===== config.mk =====
export PLATFORM = sky130hd
export DESIGN_NAME = dram_id_remapper
export DESIGN_NICKNAME = d
export VERILOG_FILES = /design/src/rtl/dram_id_remap_pkg.sv /design/src/rtl/dram_id_remap_dir.sv /design/src/rtl/dram_id_remapper.sv
export SDC_FILE = /design/constraint.sdc
export NUM_CORES = 1
export LEC_CHECK = 0
export CELL_PAD_IN_SITES_DETAIL_PLACEMENT = 1
export CELL_PAD_IN_SITES_GLOBAL_PLACEMENT = 2
export CORE_UTILIZATION = 43
export CTS_CLUSTER_SIZE = 16
export DETAILED_ROUTE_END_ITERATION = 16
export MAX_ROUTING_LAYER = met4
export PLACE_DENSITY_LB_ADDON = 0.2
export SLEW_MARGIN = 0
export SYNTH_ARGS = -nofsm -noshare
export SYNTH_HDL_FRONTEND = slang
export SYNTH_SLANG_ARGS = --single-unit

===== constraint.sdc =====
create_clock -name clk_i -period 16.25 [get_ports clk_i]
set_input_delay 3.25 -clock clk_i [delete_from_list [all_inputs] [get_ports clk_i]]
set_output_delay 3.25 -clock clk_i [all_outputs]
set_load 0.1 [all_outputs]

===== src/rtl/dram_id_remap_pkg.sv =====
// dram_id_remap_pkg: shared helpers for the DRAM AXI ID remapper.
// Slot tables support up to MaxSlots entries (MstIdWidth <= 8).
package dram_id_remap_pkg;
  localparam int MaxSlots = 256;
  function automatic int lowest_set(input logic [MaxSlots-1:0] v);
    lowest_set = 0;
    for (int i = MaxSlots - 1; i >= 0; i--) if (v[i]) lowest_set = i;
  endfunction
endpackage


===== src/rtl/dram_id_remap_dir.sv =====
// dram_id_remap_dir: ID slot table, grant, allocate and release for one AXI direction.
module dram_id_remap_dir
  import dram_id_remap_pkg::*;
#(
  parameter int SlvIdWidth  = 6,
  parameter int MstIdWidth  = 4,
  parameter int MaxTxnPerId = 8
) (
  input  logic                  clk_i,
  input  logic                  rst_i,
  input  logic                  i_en,
  input  logic [SlvIdWidth-1:0] i_req_id,
  input  logic                  i_req_valid,
  input  logic                  i_req_ready,
  output logic                  o_req_valid,
  output logic                  o_req_ready,
  output logic [MstIdWidth-1:0] o_req_id,
  input  logic                  i_rel,
  input  logic [MstIdWidth-1:0] i_rsp_id,
  output logic [SlvIdWidth-1:0] o_rsp_id
);
  localparam int NumSlots = 2 ** MstIdWidth;
  localparam int CntW     = $clog2(MaxTxnPerId + 1);
  typedef struct packed {
    logic                  valid;
    logic [SlvIdWidth-1:0] id;
    logic [CntW-1:0]       cnt;
  } slot_t;
  slot_t                 r_tab [NumSlots];
  logic [NumSlots-1:0]   w_free, w_inc, w_dec;
  logic                  w_hit, w_grant, w_hs;
  logic [MstIdWidth-1:0] w_hit_idx, w_sel;
  always_comb begin
    w_hit     = 1'b0;
    w_hit_idx = '0;
    for (int i = 0; i < NumSlots; i++) begin
      w_free[i] = ~r_tab[i].valid;
      if (r_tab[i].valid && r_tab[i].id == i_req_id) begin
        w_hit     = 1'b1;
        w_hit_idx = MstIdWidth'(i);
      end
    end
  end
  // an already-mapped ID always reuses its slot so same-ID ordering holds
  assign w_sel       = w_hit ? w_hit_idx : MstIdWidth'(lowest_set(MaxSlots'(w_free)));
  assign w_grant     = i_en & (w_hit ? (r_tab[w_hit_idx].cnt < CntW'(MaxTxnPerId)) : |w_free);
  assign o_req_valid = i_req_valid & w_grant;
  assign o_req_ready = i_req_ready & w_grant;
  assign o_req_id    = w_sel;
  assign w_hs        = i_req_valid & i_req_ready & w_grant;
  assign o_rsp_id    = r_tab[i_rsp_id].id;
  always_comb begin
    for (int i = 0; i < NumSlots; i++) begin
      w_inc[i] = w_hs && w_sel == MstIdWidth'(i);
      w_dec[i] = i_rel && i_rsp_id == MstIdWidth'(i) && r_tab[i].cnt != '0;
    end
  end
  always_ff @(posedge clk_i or posedge rst_i) begin
    if (rst_i) begin
      for (int i = 0; i < NumSlots; i++) r_tab[i] <= '0;
    end else begin
      for (int i = 0; i < NumSlots; i++) begin
        if (w_inc[i] && !w_dec[i]) r_tab[i].cnt <= r_tab[i].cnt + 1'b1;
        else if (w_dec[i] && !w_inc[i]) r_tab[i].cnt <= r_tab[i].cnt - 1'b1;
        if (w_inc[i] && !r_tab[i].valid) begin
          r_tab[i].valid <= 1'b1;
          r_tab[i].id    <= i_req_id;
        end else if (w_dec[i] && !w_inc[i] && r_tab[i].cnt == CntW'(1)) begin
          r_tab[i].valid <= 1'b0;
        end
      end
    end
  end
  // responses must target a live slot with outstanding transactions
  always_ff @(posedge clk_i) begin
    if (!rst_i && i_rel) assert (r_tab[i_rsp_id].valid && r_tab[i_rsp_id].cnt != '0);
  end
endmodule


===== src/rtl/dram_id_remapper.sv =====
// dram_id_remapper: tracked AXI ID remapping between SoC and MIG for AR/R and AW/B.
// Define DRAM_ID_REMAP_CALIB_GATE_EN to hold off all grants until MIG calibration completes.
module dram_id_remapper
  import dram_id_remap_pkg::*;
#(
  parameter int SlvIdWidth  = 6,
  parameter int MstIdWidth  = 4,
  parameter int MaxTxnPerId = 8
) (
  input  logic                  clk_i,
  input  logic                  rst_i,
`ifdef DRAM_ID_REMAP_CALIB_GATE_EN
  input  logic                  calib_done_i,
`endif
  input  logic [SlvIdWidth-1:0] slv_ar_id_i,
  input  logic                  slv_ar_valid_i,
  output logic                  slv_ar_ready_o,
  output logic [MstIdWidth-1:0] mst_ar_id_o,
  output logic                  mst_ar_valid_o,
  input  logic                  mst_ar_ready_i,
  input  logic [MstIdWidth-1:0] mst_r_id_i,
  input  logic                  mst_r_valid_i,
  input  logic                  mst_r_last_i,
  input  logic                  slv_r_ready_i,
  output logic [SlvIdWidth-1:0] slv_r_id_o,
  input  logic [SlvIdWidth-1:0] slv_aw_id_i,
  input  logic                  slv_aw_valid_i,
  output logic                  slv_aw_ready_o,
  output logic [MstIdWidth-1:0] mst_aw_id_o,
  output logic                  mst_aw_valid_o,
  input  logic                  mst_aw_ready_i,
  input  logic [MstIdWidth-1:0] mst_b_id_i,
  input  logic                  mst_b_valid_i,
  input  logic                  slv_b_ready_i,
  output logic [SlvIdWidth-1:0] slv_b_id_o
);
  logic w_en;
`ifdef DRAM_ID_REMAP_CALIB_GATE_EN
  logic r_calib;
  always_ff @(posedge clk_i or posedge rst_i) begin
    if (rst_i) r_calib <= 1'b0;
    else if (calib_done_i) r_calib <= 1'b1;
  end
  assign w_en = ~rst_i & r_calib;
`else
  assign w_en = ~rst_i;
`endif
  dram_id_remap_dir #(
    .SlvIdWidth(SlvIdWidth), .MstIdWidth(MstIdWidth), .MaxTxnPerId(MaxTxnPerId)
  ) u_rd (
    .clk_i(clk_i), .rst_i(rst_i), .i_en(w_en),
    .i_req_id(slv_ar_id_i), .i_req_valid(slv_ar_valid_i), .i_req_ready(mst_ar_ready_i),
    .o_req_valid(mst_ar_valid_o), .o_req_ready(slv_ar_ready_o), .o_req_id(mst_ar_id_o),
    .i_rel(mst_r_valid_i & slv_r_ready_i & mst_r_last_i), .i_rsp_id(mst_r_id_i), .o_rsp_id(slv_r_id_o)
  );
  dram_id_remap_dir #(
    .SlvIdWidth(SlvIdWidth), .MstIdWidth(MstIdWidth), .MaxTxnPerId(MaxTxnPerId)
  ) u_wr (
    .clk_i(clk_i), .rst_i(rst_i), .i_en(w_en),
    .i_req_id(slv_aw_id_i), .i_req_valid(slv_aw_valid_i), .i_req_ready(mst_aw_ready_i),
    .o_req_valid(mst_aw_valid_o), .o_req_ready(slv_aw_ready_o), .o_req_id(mst_aw_id_o),
    .i_rel(mst_b_valid_i & slv_b_ready_i), .i_rsp_id(mst_b_id_i), .o_rsp_id(slv_b_id_o)
  );
endmodule


==> summary.md, run 1 <==
| Metric | Value |
|---|---|
| Via count | between 15000 and 20000 |
| Gpl congestion | a little over 0.9 |
| Avg WL per Cell | between 20 and 25 um |
| Tightest Hold Check Type | flip-flop to flip-flop |
| CP Launch Point | slv_aw_id_i[4] |
| Die Width | 233 um |
| Clock buffer count from CTS | 44 |
| Critical path's largest stage delay | 1140 ps |
| Starting DRT DRC Count | around 730 |
| Placed Cells | roughly 2700 |
| Buffers added on ports | 54 |
| Final Setup Violations | 0 |
| Syn Nets | roughly 2300 |
| Worst slew margin | 0.318 |
| Synth Cell Area | approximately 0.023 mm2 |
| Detail Route Antenna Nets | 0 |
| WP data arrival | 8580 ps |
| Place WS | 4500 ps |
| Root buffer cell | clkbuf_16 |
| Nets | 2284 |
| Remaining global-route overflow | 0 |
| Min-delay src | u_wr.r_tab[25] |
| RSZ-0062 raised after global routing | false |
| Fmax | ~0.085 GHz |
| Period minus WS final | ~12000 ps |
| DPL Wire Length | 46300 um |
| Clock Path Buffers | 3 |
| Clock Pin Slew Worst Setup and Hold Paths | roughly 50 ps |
| Top cell by count, worst path | clkdlybuf4s50_1 |
| Fin cells | 2813 |
| Largest net degree at the start of global routing | between 90 and 100 |
| Die footprint | about 0.054 mm2 |
| Final hold violation count | 0 |
| CP max stage cell | clkdlybuf4s50_1 |
| Final Slew Violations | 0 |
| Tot GR Track Use | 0.250 |
| Post-CTS Setup Bufs | 0 |
| Pwr dens | ~130 mW/mm2 |
| Worst setup margin | around 4400 ps |
| Initial antenna violation count | 0 |
| Num rows | 84 |
| Antenna cell count | 0 |
| Area Overhead vs Synth | 10.7% |
| Max Cap Viol | 0 |
| Global-route wire length before repair | 102000 um |
| Final period utilization | 0.728 |
| Boundary pin count | 55 |
| Post-cts resize count | 0 |
| Synthesis-stage register bit count | roughly 350 |
| Clock sink total | ~350 |
| Crit path launch type | input port |
| Status | completed |
| Hold buffer count at cts | 0 |
| Post-Synthesis Cells | about 2100 |
| Share of cells above drive strength 1 | 0.177 |
| Highest ir drop seen on vdd | 0.140 mV |
| Die Y-Extent | 233 um |
| Number of fill cells | 5601 |
| TritonCTS clock tree | yes |
| Setup Crit Path Kind | input port to primary output |
| Initial Utilization | 0.435 |
| Core area | between 0.05 and 0.06 mm2 |
| Worst r2r src | u_rd.r_tab[141] |
| Synth Area per Inst | around 11 um2 |
| Sequential Area | around 0.0088 mm2 |
| Fin Setup TNS | 0 ps |
| Most used flip-flop cell after synthesis | dfrtp_1 |
| Post-synth ARST share | 1.00 |
| H-tree lvl count | 2 |
| Req. time, crit path | 13000 ps |
| Most common cell after layout, fill and taps aside | dfrtp_1 |
| Vias in the first global route | between 15000 and 20000 |
| DRC viols | 0 |
| Least-Margin Pin Slew | just over 1000 ps |
| Sequential area share after synthesis | 0.385 |
| Overall power | 3370 uW |
| Multi-input logic area | around 0.013 mm2 |
| Final Skew | a little under 30 ps |
| Leak pwr | between 0.01 and 0.015 uW |
| Number of synthesis warnings | 0 |
| Vias/cell | ~5.7 |
| CP Max Fanout | 32 |
| Crit path cell chain | clkdlybuf4s50_1, buf_4, xnor2_1, nand4_1, nor4_1, a211oi_1, o2111ai_2, nand2_2, o32a_1, a32oi_2, and2_1, and3_1, clkdlybuf4s50_1 |
| Drt first pass iters | 5 |
| Later-pin clock latency in the skew report | 590 ps |
| Count of cell types in the netlist | 79 |
| Most frequent cells in the layout | dfrtp_1 (352), xor2_1 (183), ha_1 (160) |
| Nature of the critical path endpoint | primary output |
| Routed wire length | between 60000 and 70000 um |
| EDFF count, synth | 0 |
==> area by class of cell <==
class	instances	share of cell area
multi-input combinational	1479	0.515
inverter	141	0.0212
clock buffer	68	0.0514
clock inverter	10	0.00356
timing repair buffer	75	0.0272
tap	688	0.0340
sequential	352	0.348
==> Yosys cell counts, drive strengths merged (4+ instances only) <==
cell type / number / area share
a31oi: 4 / 0.0011
nand4b: 6 / 0.0026
nor4: 35 / 0.010
nand4: 73 / 0.020
nand3: 53 / 0.012
mux2: 192 / 0.097
o211ai: 4 / 0.0013
inv: 141 / 0.023
and3: 11 / 0.0030
nand2: 87 / 0.014
a21oi: 49 / 0.011
a21o: 15 / 0.0049
xnor2: 137 / 0.052
mux4: 61 / 0.060
mux2i: 35 / 0.015
ha: 160 / 0.087
a21boi: 4 / 0.0013
or2: 14 / 0.0038
or3: 15 / 0.0041
dfrtp: 352 / 0.38
clkbuf: 38 / 0.0062
nor3: 32 / 0.011
and4: 4 / 0.0015
o21ai: 51 / 0.011
a211o: 38 / 0.015
a211oi: 7 / 0.0028
nor2: 100 / 0.016
buf: 49 / 0.016
nand2b: 8 / 0.0022
o31ai: 9 / 0.0036
xor2: 183 / 0.070
or4: 46 / 0.015
==> flip-flops by register name (all words and copies together), names as in the netlist <==
register	cells
u_rd.r_tab	176
u_wr.r_tab	176
==> layer usage <==
| metal | global-route usage | share of wire | up-vias |
|---|---|---|---|
| met5 | - | 0 | - |
| met3 | 0.0284 | 0.025 | 118 |
| met1 | 0.283 | 0.41 | 8326 |
| li1 | - | - | 7382 |
| met2 | 0.454 | 0.53 | 217 |
| met4 | 0.0833 | 0.031 | 0 |
==> cells by family after synthesis <==
group           share of synthesized area
simple gates                        0.121
flops                               0.385
xor+xnor                            0.122
mux                                 0.173
buf+inv                            0.0451
compound gates                     0.0658
fa+ha+maj                          0.0875
==> stage by stage <==
stage	area, um2	hold WS [ps]	util
floorplan	22900	456	-
global placement	23900	481	0.456
detailed placement	23900	489	0.456
CTS	25300	498	0.482
global route	25300	510	0.482
finish	25300	501	0.482
==> worst max-delay path: cells and delay by family <==
family	cells	cell delay [ps]
buffers and inverters	3	2000
AOI/OAI and AO/OA	4	1700
and+or+nand+nor	5	1410
xor gates and xnor gates	1	190
==> report_power, final <==
part	switching, uW	total [uW]	internal (uW)	leakage, uW
clock network	396	960	564	0.000690
registers	275	1350	1070	0.00469
logic	609	1060	448	0.00653
total	1280	3370	2090	0.0119
==> path summary, 6_finish.rpt <==
kind	slack, ps	cells after the start	endpoint
setup / recovery	4420	13	slv_aw_ready_o
max in group asynchronous	10480	4	u_rd.r_tab[63]
hold / removal	500	1	u_wr.r_tab[25]
setup reg to reg	11490	13	u_rd.r_tab[102]
min in group asynchronous	3510	2	u_wr.r_tab[164]
hold reg to reg	500	1	u_wr.r_tab[25]
(Power assumes the default switching activity.)
==> run 2, diff against run 1 <==
Settings changed: CORE_UTILIZATION 43 to 39.
Clock period 16.25 ns to 9.5 ns, I/O delays scaled along.
==> summary.md, run 2 (same netlist as run 1, synthesis figures left out) <==
| Metric | Value |
|---|---|
| Status | completed |
| Post-cts resize count | 0 (unchanged) |
| Final Slew Violations | 0 (unchanged) |
| Comb power frac | 0.311 (-0.003) |
| Most frequent cells in the layout | dfrtp_1 (352), xor2_1 (183), ha_1 (160) |
| Nets | 2286 (+0.088%) |
| Final Setup Violations | 0 (unchanged) |
| Sw frac | 0.379 (-0.000694) |
| Fmax | roughly 0.12 GHz |
| Worst setup margin | 1070 ps (-3350 ps) |
| Core area | 0.0578 mm2 (+10%) |
| Gpl congestion | 0.872 (-4.4%) |
| Fin Setup TNS | 0 ps (unchanged) |
| Psw | 2210 uW (+73%) |
| Least-Margin Pin Slew | 1170 ps (+144 ps) |
| Pwr dens | 229 mW/mm2 (+72%) |
| Most common cell after layout, fill and taps aside | dfrtp_1 |
| Critical path's largest stage delay | 1240 ps (+100 ps) |
| RSZ-0062 raised after global routing | false |
| CP bufs+invs | 4 (+1) |
| Area Overhead vs Synth | 11.4% |
| Global-route wire length before repair | 104000 um (+1.8%) |
| Boundary pin count | 55 (unchanged) |
| Initial antenna violation count | 1 (+1) |
| Tot GR Track Use | 0.228 (-0.0212) |
| Internal power | 3620 uW (+74%) |
| Buffers added on ports | 54 (unchanged) |
| Post-CTS Setup Bufs | 0 (unchanged) |
| Clock Path Buffers | 3 (unchanged) |
| Clock Pin Slew Worst Setup and Hold Paths | 60 ps (about the same) |
| CP max stage cell | clkdlybuf4s50_1 |
| DRC viols | 0 (unchanged) |
| Routed wire length | 64500 um (+1.5%) |
| Crit path launch type | input port |
| Hold buffer count at cts | 0 (unchanged) |
| Vias in the first global route | 17423 (-0.96%) |
| Place WS | 1160 ps (-3340 ps) |
| Req. time, crit path | 7600 ps (-5400 ps) |
| H-tree lvl count | 2 (unchanged) |
| Highest ir drop seen on vdd | 0.284 mV (+100%) |
| Crit path cell chain | clkdlybuf4s50_1, buf_4, xnor2_1, nand4_1, nor4_1, a21oi_2, o2111ai_2, nand2_2, o32a_1, a32oi_2, buf_4, and2_1, and3_1, buf_4 |
| Drt first pass iters | 5 (unchanged) |
| Die footprint | 0.0596 mm2 (+10%) |
| Nature of the critical path endpoint | primary output |
| Final hold violation count | 0 (unchanged) |
| Via count | 15976 (-0.42%) |
| WP data arrival | 6530 ps (-2050 ps) |
| Tightest Hold Check Type | flip-flop to flip-flop |
| CP Max Fanout | 23 (-28%) |
| Later-pin clock latency in the skew report | 590 ps (about the same) |
| Avg WL per Cell | 22.3 um (-1.3%) |
| Final Skew | 23.0 ps (-6.49 ps) |
| DPL Wire Length | 47400 um (+2.4%) |
| Max Cap Viol | 0 (unchanged) |
| Remaining global-route overflow | 0 (unchanged) |
| TritonCTS clock tree | yes |
| Fin cells | 2893 (+2.8%) |
| Largest regs | u_rd.r_tab x176, u_wr.r_tab x176 |
| Worst slew margin | 0.219 (-0.0985) |
| Die Width | 244 um (+5.0%) |
| Final period utilization | 0.887 |
| Reg2Reg Depth | 9 (-4) |
| Vias/cell | 5.52 (-3.2%) |
| Placed Cells | 2813 (+2.9%) |
| Clock sink total | 352 (unchanged) |
| Root buffer cell | clkbuf_16 |
| CP Depth | 14 (+1) |
| Leak pwr | 0.0120 uW (+0.40%) |
| Clk network pwr share | 0.295 (+0.010) |
| Top cell by count, worst path | buf_4 |
| Largest net degree at the start of global routing | 186 (+96%) |
| Num rows | 88 (+4.8%) |
| Share of cells above drive strength 1 | 0.183 (+0.00547) |
| Starting DRT DRC Count | 708 (-2.7%) |
| Setup Crit Path Kind | input port to primary output |
| Detail Route Antenna Nets | 0 (unchanged) |
| Sequential power share | 0.395 (-0.006) |
| Clock buffer count from CTS | 45 (+2.3%) |
| Initial Utilization | 0.396 (-0.0396) |
| Period minus WS final | roughly 8400 ps |
| Die Y-Extent | 244 um (+5.0%) |
| Hold path depth | 1 (unchanged) |
| Delay-heaviest family, CP | buffers and inverters |
[run 2: cell count changes in the layout (fill, tap and decap cells not counted), sizes merged]
cell           before  now
buf                23   34
clkdlybuf4s50      52   42
clkinv              8    5
clkbuf             68   70
bufinv              1    2
clkinvlp            0    1
diode               0    1
[run 2: metrics by stage]
stage | hold slack (ps) | area, um2 | power [uW] | util
after floorplan | 456 | 22900 | 3580 | -
after global placement | 489 | 24000 | 4080 | 0.416
after detailed placement | 487 | 24000 | 4140 | 0.416
after CTS | 501 | 25500 | 5920 | 0.441
after global routing | 534 | 25500 | 6190 | 0.441
final | 500 | 25500 | 5840 | 0.441
[run 2: power by group through the flow]
stage	Combinational (uW)	Sequential [uW]	Clock, uW
after floorplan	1420	2150	0
after global placement	1770	2310	0
after detailed placement	1820	2320	0
after CTS	1840	2310	1770
after global routing	2000	2360	1830
final	1810	2300	1720
[run 2: per-layer routing]
| metal | GRT usage | vias up | share of wire | wire, um |
|---|---|---|---|---|
| met2 | 0.405 | 230 | 0.52 | 33600 |
| li1 | - | 7392 | - | - |
| met4 | 0.0700 | 0 | 0.028 | 1830 |
| met5 | - | - | 0 | 0 |
| met3 | 0.0234 | 98 | 0.028 | 1780 |
| met1 | 0.272 | 8256 | 0.42 | 27400 |
[run 2: path summary, 6_finish.rpt]
check | end | start | slack [ps]
max in group asynchronous | u_wr.r_tab[105] | rst_i | 4860
max reg2reg | u_rd.r_tab[95] | u_rd.r_tab[9] | 4530
max | slv_aw_ready_o | slv_aw_id_i[3] | 1070
min reg2reg | u_rd.r_tab[146] | u_rd.r_tab[146] | 500
min | u_rd.r_tab[146] | u_rd.r_tab[146] | 500
min in group asynchronous | u_rd.r_tab[76] | rst_i | 2190
[run 2: cell type report]
type / count / area [um2]
Sequential cell: 352 / 8810
Tap cell: 765 / 957
Clock inverter: 9 / 125
Multi-Input combinational cell: 1479 / 13000
Timing Repair Buffer: 76 / 683
Clock buffer: 70 / 1340
Fill cell: 6250 / 32300
Inverter: 141 / 533
Antenna cell: 1 / 2.50
